File: config.mk
export PLATFORM = sky130hd
export DESIGN_NAME = pc_sequencer
export DESIGN_NICKNAME = d
export VERILOG_FILES = /design/src/rtl/pc_sequencer.sv
export SDC_FILE = /design/constraint.sdc
export NUM_CORES = 1
export LEC_CHECK = 0
export ABC_AREA = 1
export BUFFER_PORTS_ARGS = -buffer_cell sky130_fd_sc_hd__clkbuf_2
export CAP_MARGIN = 10
export CORE_MARGIN = 2
export CORE_UTILIZATION = 45
export DETAILED_ROUTE_END_ITERATION = 8
export GPL_ROUTABILITY_DRIVEN = 1
export PLACE_DENSITY = 0.8
export SETUP_SLACK_MARGIN = 0.05
export SYNTH_ARGS = -nofsm -noshare
export SYNTH_HDL_FRONTEND = slang
export SYNTH_SLANG_ARGS = --single-unit
File: constraint.sdc
create_clock -name clk -period 2.5 [get_ports clk]
set_clock_uncertainty 0.15 [all_clocks]
set_input_delay 0.25 -clock clk [delete_from_list [all_inputs] [get_ports clk]]
set_output_delay 0.25 -clock clk [all_outputs]
set_load 0.02 [all_outputs]
File: src/rtl/pc_sequencer.sv
// Program-counter sequencer: increment, stall hold, beq/bne resolution on the ALU zero flag, post-redirect flush.
// Optional: define PC_SEQ_JUMP_EN to redirect on J-type (opcode 000010) directly from RUN.
module pc_sequencer #(
   parameter logic [31:0] RESET_PC     = 32'h0000_0000,
   parameter int unsigned FLUSH_CYCLES = 1
) (
   input  logic        clk,
   input  logic        reset,
   input  logic [5:0]  opcode,
   input  logic        instr_valid,
   input  logic [31:0] ext_offset,
   input  logic [25:0] jump_target,
   input  logic        zero,
   input  logic        zero_valid,
   input  logic        stall,
   output logic [31:0] pc,
   output logic        fetch_en,
   output logic        flush,
   output logic        branch_taken,
   output logic        busy
);

   localparam int unsigned PC_W  = 32;
   localparam int unsigned OP_W  = 6;
   localparam int unsigned CNT_W = 4;

   localparam logic [OP_W-1:0]  OP_BEQ     = OP_W'(6'b000100);
   localparam logic [OP_W-1:0]  OP_BNE     = OP_W'(6'b000101);
   localparam logic [CNT_W-1:0] FLUSH_LOAD = CNT_W'(FLUSH_CYCLES);

   typedef enum logic [1:0] {
      S_IDLE    = 2'd0,
      S_RUN     = 2'd1,
      S_RESOLVE = 2'd2,
      S_FLUSH   = 2'd3
   } state_e;

   state_e             state_q, state_d;
   logic [PC_W-1:0]    pc_q, pc_d;
   logic [CNT_W-1:0]   cnt_q, cnt_d;
   logic               bne_q, bne_d;
   logic               taken_q, taken_d;
   logic               is_branch;
   logic               is_jump;
   logic               br_taken;

   assign is_branch = instr_valid & ((opcode == OP_BEQ) | (opcode == OP_BNE));
   assign br_taken  = bne_q ? ~zero : zero;

`ifdef PC_SEQ_JUMP_EN
   localparam logic [OP_W-1:0] OP_J = OP_W'(6'b000010);
   assign is_jump = instr_valid & (opcode == OP_J);
`else
   logic unused_jump_target;
   assign is_jump            = 1'b0;
   assign unused_jump_target = ^jump_target;
`endif

   // State, PC, flush counter and latched branch type.
   always_ff @(posedge clk or posedge reset) begin
      if (reset) begin
         state_q <= S_IDLE;
         pc_q    <= RESET_PC;
         cnt_q   <= '0;
         bne_q   <= 1'b0;
         taken_q <= 1'b0;
      end else begin
         state_q <= state_d;
         pc_q    <= pc_d;
         cnt_q   <= cnt_d;
         bne_q   <= bne_d;
         taken_q <= taken_d;
      end
   end

   // Next-state and PC update.
   always_comb begin
      state_d = state_q;
      pc_d    = pc_q;
      cnt_d   = cnt_q;
      bne_d   = bne_q;
      taken_d = 1'b0;
      unique case (state_q)
         S_IDLE: state_d = S_RUN;
         S_RUN: begin
            if (stall) begin
               state_d = S_RUN;
            end else if (is_branch) begin
               bne_d   = (opcode == OP_BNE);
               state_d = S_RESOLVE;
            end else if (is_jump) begin
               pc_d    = {pc_q[PC_W-1:26], jump_target};
               cnt_d   = FLUSH_LOAD;
               taken_d = 1'b1;
               state_d = S_FLUSH;
            end else begin
               pc_d = pc_q + PC_W'(1);
            end
         end
         S_RESOLVE: begin
            if (zero_valid) begin
               if (br_taken) begin
                  pc_d    = pc_q + ext_offset - PC_W'(1);
                  cnt_d   = FLUSH_LOAD;
                  taken_d = 1'b1;
                  state_d = S_FLUSH;
               end else begin
                  pc_d    = pc_q + PC_W'(1);
                  state_d = S_RUN;
               end
            end
         end
         S_FLUSH: begin
            cnt_d = cnt_q - CNT_W'(1);
            if (cnt_q == CNT_W'(1)) begin
               state_d = S_RUN;
            end
         end
         default: state_d = S_IDLE;
      endcase
   end

   assign pc           = pc_q;
   assign fetch_en     = (state_q == S_RUN) & ~stall;
   assign flush        = (state_q == S_FLUSH);
   assign busy         = (state_q != S_RUN);
   assign branch_taken = taken_q;

endmodule

==> out/results.tsv <==
metric	value	unit
# DRC	0	
commonest register cell after synthesis	dfrtp_1	
CTS Root Cell	clkbuf_16	
Yosys reg bits	40	
worst-case reg-to-reg path depth	18	
Total GRT Usage	27.2	%
max cap viols	0	
Area growth syn-to-layout	39.7	%
hold wc startpoint	zero_valid	
die span in y	121	µm
Via density	5.33	
layout cell share with drive strength beyond 1	31.9	%
P_leak	4.82	nW
crit start category	flop	
max_slew headroom	60.6	%
Setup violations, final	0	
via count	7637	
HP Class	input port to flop	
HPWL Detailed	15.7	mm
total wire length	21.5	mm
CTS buffer count	5	
synth top area cells	nand2_1, dfrtp_1, inv_1	
Yosys cell types	43	
CP endpoint kind	flop	
VDD IR max	0.822	mV
WS Path Type	flop to flop	
crit share post-route	98.5	%
number of I/O pins	106	
Hold Path End	branch_taken	
vias in the first global route	6830	
Tot Pwr	10.9	mW
number of synthesized flops with an enable pin	0	
PwrDens	1270	nW/µm²
TritonCTS clock tree	built	
Req. time, crit path	2.54	ns
Core ar.	13200	µm²
buffer depth of the longest clock path	2	
Pre-antenna DRT Iters	8	
initial core utilization	46.1	%
Reg-to-Reg Start	pc[13]	
CP max FO	3	
Synth Instances	1082	
Fmax	0.406	GHz
antenna violations before repair	0	
synthesized area per cell	5.65	µm²
Total Die Area	14500	µm²
Worst-path clk slew	0.07	ns
area fraction of the dominant cell type after synthesis	21.6	%
Routed WL per cell	15.0	µm
Post-Syn Nets	1220	
ys async rst share	100	%
actual slew at the worst max-slew pin	0.591	ns
post-route ant nets	0	
worst path arrival time	2.51	ns
largest net degree at the start of global routing	41	
largest area contributor in the netlist	nand2_1	
insertion delay to the later sink of the worst-skew pair	0.30	ns
YS warnings	0	
status	completed	
max-slew violations	0	
die width	121	µm
Antenna Cells	0	
RSZ-0062 raised after global routing	yes	
Clock Sinks	40	
worst slack, placed	-0.0886	ns
H-tree depth	2	
dpl cell area	7390	µm²
Finished Layout Cells	1433	
sequential element share of the synthesized area	16.4	%
Total Nets Final	1394	
clock period minus worst slack	2.46	ns
R2R setup slack	0.04	ns
gpl congestion	0.974	
Crit Reg-Reg Endpoint	pc[29]	
worst hold stages	3	
Cell Area, Synth	6110	µm²
# rows	42	
Placed Cells	1414	
Setup WS post-layout	0.0363	ns
Hold Vio Cnt, Final	0	
total gr overflow	0	
Post-Layout Inst Area	8540	µm²
Starting DRT DRC Count	706	
global-route wire length before repair	31.6	mm
Min Hold Slack	0.0316	ns
I/O Buffers	79	
cells by family after synthesis:
group,after synthesis,synth area share [%]
simple gates,583,40.4
compound gates,85,7.93
flops,40,16.4
mux,1,0.184
fa+ha+maj,68,14.0
xor+xnor,21,3.13
buf+inv,284,17.9
state kept, by name (all words and copies together) (netlist names):
register and count:
state_q 2, pc 32, cnt_q 4, bne_q 1
branch_taken 1
metrics by stage:
stage / util (%) / setup TNS [ns]
after floorplan: - / 0
after global placement: 55.8 / -0.111
after detailed placement: 55.8 / -0.462
after CTS: 58.1 / 0
after global routing: 64.5 / -0.305
final: 64.5 / 0
power by group:
part           internal, mW  total (mW)  switching (mW)
registers             0.892        1.04           0.152
clock network         0.370       0.673           0.303
logic                  3.67        9.14            5.47
total                  4.93        10.9            5.93
cell usage after synthesis (all sizes together) (2+ instances only):
cell type and n:
nand2 354, inv 270, nand3 98, nor2 93, ha 67, dfrtp 40, o21ai 30, a21oi 29
xor2 19, nand4 16, nor3 15, buf 12, o22ai 7, o21bai 6, o211ai 4, a22oi 2
a31oi 2, and2 2, clkbuf 2, nand3b 2, or2 2, xnor2 2
worst max-delay path by stage:
stage	startpoint	end	slack [ns]
final	pc[13]	pc[29]	0.04
after CTS	pc[15]	pc[26]	0.04
after global placement	pc[1]	pc[29]	-0.05
after floorplan	pc[1]	pc[17]	0.05
after global routing	pc[13]	pc[29]	-0.06
after detailed placement	pc[1]	pc[29]	-0.09
worst max-delay path: stages (launching register included):
cell and delay (ns):
dfrtp_1 0.41, inv_2 0.09, ha_4 0.27, inv_2 0.04
ha_4 0.28, buf_4 0.12, nand2_1 0.07, inv_1 0.08
nand2_1 0.11, inv_2 0.10, nand2_1 0.10, nor2_2 0.16
nand2_4 0.07, nand2_2 0.08, nand2_2 0.05, nand3_2 0.06
nand2_1 0.05, nand2_1 0.05, nand2_1 0.04
cell type report:
cell class              count  area [µm²]
flip-flops and latches     40        1000
clock buffers               6         129
multi-input cells         758        4940
inverters                 270        1010
well taps                 176         220
clock inverters             2        12.5
repair buffers            181        1220
fillers                  1184        4710
metal layers:
| layer | part of all wire, % | track usage (%) | up-vias |
|---|---|---|---|
| met5 | 0 | 0 | - |
| met4 | 5.0 | 12.6 | 0 |
| met3 | 7.1 | 2.83 | 87 |
| met2 | 47 | 46.1 | 372 |
| met1 | 41 | 34.6 | 3509 |
| li1 | - | - | 3669 |
what timing repair did:
action / 4_1_cts / 5_1_grt
pin swaps: 12 / 37
setup buffers: 1 / 9
resized for setup: 37 / 192
setup endpoints to repair: 18 / 24
hold buffers: 1 / 0
endpoints found under the hold margin: 40 / 0
cells in the final DEF, fill, tap and decap left out, drive strengths merged:
cell type    Yosys  layout
or2              2       2
a221o            1       1
clkinv           0       2
xnor2            2       2
nand2          354     354
o22ai            7       7
a31oi            2       2
nand3           98      98
inv            270     269
and2             2       2
a22oi            2       2
buf             12     101
dfrtp           40      40
o221ai           1       1
a21o             1       1
a31o             1       1
clkbuf           2      85
o31ai            1       1
fa               1       1
nand3b           2       2
nor3            15      15
nand4           16      16
xor2            19      19
ha              67      67
dlygate4sd3      0       1
nor2            93      93
nor4             1       1
o211ai           4       4
a21oi           29      29
mux2             1       1
o21bai           6       6
clkinvlp         0       1
o21ai           30      30
(Power assumes the default switching activity.)
